File: src/rtl/seg_scan_if.sv
// Bus bundle between a display data source and the seg_scan controller.
// The source (master) drives data and control; the controller (slave) drives the scan outputs.
interface seg_scan_if;
    logic [31:0] data;
    logic [7:0]  dp;
    logic        load;
    logic [7:0]  digit_en;
    logic [2:0]  num;
    logic [7:0]  seg;
    logic        blank;
    logic        frame;
    logic        pending;

    modport master (
        output data, dp, load, digit_en,
        input  num, seg, blank, frame, pending
    );

    modport slave (
        input  data, dp, load, digit_en,
        output num, seg, blank, frame, pending
    );
endinterface

File: src/rtl/seg_scan.sv
// Eight-digit seven-segment scan controller with frame-aligned double-buffered data.
// num/seg/blank/frame are all registered from the same next-state values, so they never skew.
module seg_scan #(
    parameter int DIV   = 100000,
    parameter int BLANK = 1000
) (
    input  logic       clk,
    input  logic       rst,
    seg_scan_if.slave  bus
);
    localparam int            CW      = $clog2(DIV);
    localparam logic [CW-1:0] CNT_MAX = CW'(DIV - 1);
    localparam logic [CW-1:0] BLANK_C = CW'(BLANK);

    logic [CW-1:0] cnt_reg, cnt_next;
    logic [2:0]    num_reg, num_next;
    logic [31:0]   disp_data_reg, disp_data_next;
    logic [7:0]    disp_dp_reg, disp_dp_next;
    logic [31:0]   sh_data_reg, sh_data_next;
    logic [7:0]    sh_dp_reg, sh_dp_next;
    logic          pending_reg, pending_next;
    logic [7:0]    seg_reg, seg_next;
    logic          blank_reg, blank_next;
    logic          frame_reg, frame_next;
    logic          slot_end;
    logic          boundary;
    logic [7:0]    glyph_all [8];

    function automatic logic [6:0] hex_glyph(input logic [3:0] v);
        logic [6:0] g;
        case (v)
            4'h0: g = 7'h40;
            4'h1: g = 7'h79;
            4'h2: g = 7'h24;
            4'h3: g = 7'h30;
            4'h4: g = 7'h19;
            4'h5: g = 7'h12;
            4'h6: g = 7'h02;
            4'h7: g = 7'h78;
            4'h8: g = 7'h00;
            4'h9: g = 7'h10;
            4'hA: g = 7'h08;
            4'hB: g = 7'h03;
            4'hC: g = 7'h46;
            4'hD: g = 7'h21;
            4'hE: g = 7'h06;
            default: g = 7'h0E;
        endcase
        return g;
    endfunction

    // Patterns are built from the display contents that will hold after this edge.
    for (genvar gi = 0; gi < 8; gi++) begin : g_digit
        assign glyph_all[gi] = {~disp_dp_next[gi], hex_glyph(disp_data_next[4*gi +: 4])};
    end

    always_comb begin
        slot_end       = (cnt_reg == CNT_MAX);
        boundary       = slot_end && (num_reg == 3'd7);
        cnt_next       = slot_end ? '0 : cnt_reg + 1'b1;
        num_next       = slot_end ? num_reg + 3'd1 : num_reg;
        disp_data_next = disp_data_reg;
        disp_dp_next   = disp_dp_reg;
        sh_data_next   = sh_data_reg;
        sh_dp_next     = sh_dp_reg;
        pending_next   = pending_reg;

        if (bus.load) begin
            sh_data_next = bus.data;
            sh_dp_next   = bus.dp;
            pending_next = 1'b1;
        end

        // A load landing on the boundary bypasses the shadow and goes straight to display.
        if (boundary) begin
            pending_next = 1'b0;
            if (bus.load) begin
                disp_data_next = bus.data;
                disp_dp_next   = bus.dp;
            end else if (pending_reg) begin
                disp_data_next = sh_data_reg;
                disp_dp_next   = sh_dp_reg;
            end
        end

        blank_next = (cnt_next < BLANK_C) || !bus.digit_en[num_next];
        seg_next   = blank_next ? 8'hFF : glyph_all[num_next];
        frame_next = (cnt_next == '0) && (num_next == 3'd0);
    end

    always_ff @(posedge clk) begin
        if (rst) begin
            cnt_reg       <= '0;
            num_reg       <= '0;
            disp_data_reg <= '0;
            disp_dp_reg   <= '0;
            sh_data_reg   <= '0;
            sh_dp_reg     <= '0;
            pending_reg   <= 1'b0;
            seg_reg       <= 8'hFF;
            blank_reg     <= 1'b1;
            frame_reg     <= 1'b0;
        end else begin
            cnt_reg       <= cnt_next;
            num_reg       <= num_next;
            disp_data_reg <= disp_data_next;
            disp_dp_reg   <= disp_dp_next;
            sh_data_reg   <= sh_data_next;
            sh_dp_reg     <= sh_dp_next;
            pending_reg   <= pending_next;
            seg_reg       <= seg_next;
            blank_reg     <= blank_next;
            frame_reg     <= frame_next;
        end
    end

    assign bus.num     = num_reg;
    assign bus.seg     = seg_reg;
    assign bus.blank   = blank_reg;
    assign bus.frame   = frame_reg;
    assign bus.pending = pending_reg;
endmodule

File: src/flat_wrapper.sv
// flat-port wrapper written by rule: the top's interface ports become plain ports
module seg_scan_flat 
#(
    parameter int DIV   = 100000,
    parameter int BLANK = 1000
)
  (clk, rst, bus_data, bus_dp, bus_load, bus_digit_en, bus_num, bus_seg, bus_blank, bus_frame, bus_pending);
  seg_scan_if bus_i ();
  input  logic clk;
  input  logic rst;
  input wire logic [$bits(bus_i.data)-1:0] bus_data;
  input wire logic [$bits(bus_i.dp)-1:0] bus_dp;
  input wire logic [$bits(bus_i.load)-1:0] bus_load;
  input wire logic [$bits(bus_i.digit_en)-1:0] bus_digit_en;
  output wire logic [$bits(bus_i.num)-1:0] bus_num;
  output wire logic [$bits(bus_i.seg)-1:0] bus_seg;
  output wire logic [$bits(bus_i.blank)-1:0] bus_blank;
  output wire logic [$bits(bus_i.frame)-1:0] bus_frame;
  output wire logic [$bits(bus_i.pending)-1:0] bus_pending;
  assign bus_i.data = bus_data;
  assign bus_i.dp = bus_dp;
  assign bus_i.load = bus_load;
  assign bus_i.digit_en = bus_digit_en;
  assign bus_num = bus_i.num;
  assign bus_seg = bus_i.seg;
  assign bus_blank = bus_i.blank;
  assign bus_frame = bus_i.frame;
  assign bus_pending = bus_i.pending;
  seg_scan #(.DIV(DIV), .BLANK(BLANK)) u_core (.clk(clk), .rst(rst), .bus(bus_i));
endmodule
File: config.mk
export PLATFORM = sky130hd
export DESIGN_NAME = seg_scan_flat
export DESIGN_NICKNAME = d
export VERILOG_FILES = /design/src/rtl/seg_scan_if.sv /design/src/rtl/seg_scan.sv /design/src/flat_wrapper.sv
export SDC_FILE = /design/constraint.sdc
export NUM_CORES = 1
export LEC_CHECK = 0
export ABC_AREA = 1
export ABC_CLOCK_PERIOD_IN_PS = 3750
export CELL_PAD_IN_SITES_DETAIL_PLACEMENT = 0
export CELL_PAD_IN_SITES_GLOBAL_PLACEMENT = 1
export CORE_MARGIN = 2
export CORE_UTILIZATION = 47
export CTS_BUF_LIST = sky130_fd_sc_hd__clkbuf_8
export CTS_CLUSTER_DIAMETER = 150
export CTS_CLUSTER_SIZE = 30
export DETAILED_ROUTE_END_ITERATION = 12
export PLACE_DENSITY_LB_ADDON = 0.1
export SKIP_CTS_REPAIR_TIMING = 1
export SKIP_LAST_GASP = 1
export SLEW_MARGIN = 20
export SYNTH_ARGS = -nofsm -noshare
export SYNTH_HDL_FRONTEND = slang
export SYNTH_SLANG_ARGS = --single-unit
File: constraint.sdc
create_clock -name clk -period 3.75 [get_ports clk]
set_input_delay 0.75 -clock clk [delete_from_list [all_inputs] [get_ports clk]]
set_output_delay 0.75 -clock clk [all_outputs]
set_load 0.02 [all_outputs]
==> flow_metrics.tcl <==
set metrics [dict create \
    dpl.hpwl_um 19120 \
    die_w_um 137.6 \
    tns_ns 0 \
    reg2reg_from "u_core.cnt_reg[0]" \
    ys_top_cells_by_area "dfxtp_1 (26%), nand2_1 (20%), nand3_1 (11%), ha_1 (7.9%), nor2_1 (4.8%)" \
    port_buffers 64 \
    num_antenna_cells 0 \
    setup_viol 0 \
    async_reset_ff_share_pct 0 \
    place_congestion 0.8993 \
    dr.pass1.iters 5 \
    io_pins 65 \
    worst_pin_slew_ns 0.8072 \
    period_needed_ns 3.364 \
    yosysWarnings 0 \
    end_kind "flip-flop" \
    dieHeight_um 137.6 \
    p_per_area_mw_per_mm2 238.5 \
    synth_seq_area_share_pct 26.50 \
    yosys-top-cells-count "nand2_1 (439), nand3_1 (178), dfxtp_1 (111)" \
    hp-class "reg2reg" \
    ys_seq_elements 111 \
    p_leak_uw 0.004381 \
    cts_made_buffers 9 \
    r2r_slack_ns 0.39 \
    via_per_inst 5.265 \
    required_ns 4.10 \
    finalMaxSlewViolations 0 \
    start_util_pct 48.31 \
    worst-setup-path-type "reg2reg" \
    clk-insertion-delay-late_ns 0.40 \
    numClockSinks 111 \
    dieArea_mm2 0.01893 \
    cts_tree "done" \
    drt_first_iter_violations 571 \
    power_uw 2206 \
    clockRootBuffer "clkbuf_8" \
    coreArea_mm2 0.01736 \
    wl_per_cell_um 16.29 \
    first_global_vias 7669 \
    vias 8318 \
    synth_cell_types 42 \
    postRouteAntennaNets 0 \
    reg2reg_depth 19 \
    finalHoldViolCount 0 \
    irDropWorstVdd_mv 0.1693 \
    rsz0062_at_grt "false" \
    drv_cap 0 \
    drt-total-wl_um 25730 \
    synthFlopType "dfxtp_1" \
    yosysTopAreaCell "dfxtp_1" \
    grt_overflow 0 \
    cts_buffer_depth 2 \
    cp.arrival_ns 3.72 \
    rows 48 \
    cts_max_level 3 \
    avgSynthCellArea_um2 6.387 \
    syn2layout_area_growth_pct 10.31 \
    post-synth-top-count-cell "nand2_1" \
    relSlewSlack_pct 45.77 \
    fillers 1760 \
    syn_area_mm2 0.008386 \
    synth_edf_count 0 \
    fin_skew_ns 0.01108 \
    setup.worst_path.start "u_core.cnt_reg[0]" \
    grtUsageTotal_pct 28.01 \
    placed_cells 1564 \
    cp-start-kind "flip-flop" \
    status "complete, no violations" \
    fmax_ghz 0.2973 \
    critPathCapture "u_core.bus.seg[5]" \
    final_net_count 1454 \
    syn_inst 1313 \
    syn-num-nets 1417 \
    layoutNonFillerInstCount 1580 \
    post-route-period-util_pct 89.70 \
    antenna_found_initial 0 \
    drive_gt1_share_pct 9.815 \
    grt_max_degree 66 \
    regToRegEndpoint "u_core.bus.seg[5]" \
    hold_depth 2 \
    synth_top_area_share_pct 26.50 \
    drc 0 \
    worstPathMaxFanout 18 \
    cts.clk_slew.worst_paths_ns 0.12 \
    grt_pass1_wl_um 40530 \
]
-- per-stage QoR --
step / utilization, % / setup WS [ns] / hold WS [ns] / instance area (um2)
after global placement: 52.17 / 0.4118 / 0.4454 / 9055
after global routing: 53.29 / 0.06735 / 0.4930 / 9250
final: 53.29 / 0.3864 / 0.4683 / 9250
after detailed placement: 52.17 / 0.3572 / 0.4499 / 9055
after floorplan: - / 1.038 / 0.4378 / 8386
after CTS: 53.29 / 0.4074 / 0.4686 / 9250
-- how the worst min path moves through the flow --
stage	start	endpoint	slack, ns
floorplan	u_core.sh_data_reg[24]	u_core.sh_data_reg[24]	0.44
global placement	u_core.sh_data_reg[1]	u_core.sh_data_reg[1]	0.45
detailed placement	u_core.sh_data_reg[1]	u_core.sh_data_reg[1]	0.45
CTS	u_core.sh_data_reg[1]	u_core.sh_data_reg[1]	0.47
global route	u_core.sh_data_reg[1]	u_core.sh_data_reg[1]	0.49
finish	u_core.sh_data_reg[1]	u_core.sh_data_reg[1]	0.47
-- report_power, final --
part | internal [uW] | leakage, uW | total [uW] | switching [uW]
combinational | 95.5 | 0.00339 | 225 | 130
sequential | 1210 | 0.000903 | 1220 | 10.3
clock | 262 | 0.0000931 | 765 | 502
total | 1560 | 0.00438 | 2210 | 642
-- per-layer routing --
layer  part of all wire (%)  global-route usage [%]  up-vias
met5                      0                       0        -
met4                    2.3                   8.992        0
met3                    4.0                   2.502       29
met2                     48                   48.70      201
met1                     46                   36.52     3791
li1                       -                       -     4297
-- cells in the final DEF (no fill, tap or decap), types with 21 or more instances in the layout --
master           count
a21oi_1             58
buf_4               21
clkdlybuf4s50_1     62
dfxtp_1            111
ha_1                53
inv_1               97
nand2_1            439
nand2_2             32
nand3_1            178
nand4_1             23
nor2_1             107
o21ai_0             33
-- cell type report --
type | count | area (um2) | area share, %
Multi-Input combinational cell | 1030 | 5336 | 57.69
Inverter | 114 | 431.7 | 4.667
Clock buffer | 9 | 123.9 | 1.339
Tap cell | 225 | 281.5 | 3.043
Clock inverter | 7 | 71.32 | 0.7710
Sequential cell | 111 | 2222 | 24.02
Timing Repair Buffer | 84 | 783.3 | 8.467
-- logic make-up after synthesis --
| kind of cell | Yosys count | synth area share (%) |
|---|---|---|
| buffers and inverters | 172 | 9.863 |
| DFF | 111 | 26.50 |
| adders and majority gates | 53 | 7.908 |
| xor gates and xnor gates | 5 | 0.5222 |
| AOI/OAI and AO/OA | 143 | 10.38 |
| and+or+nand+nor | 829 | 44.82 |
-- worst max-delay path, stage by stage, from the launching register on --
cell and delay [ns]:
dfxtp_1 0.37, ha_1 0.21, nand2_1 0.10, nor2_4 0.34
nand3_2 0.16, nor2_4 0.37, nand3_2 0.12, buf_4 0.24
nand2_1 0.08, nand2_1 0.20, inv_1 0.14, ha_1 0.19
nand3_1 0.13, nand2_1 0.10, nand2_1 0.05, nand2_1 0.08
nand2_1 0.05, nand3_1 0.08, nand3_1 0.15, nand3_1 0.13
Power figures use the tool's default switching activity.
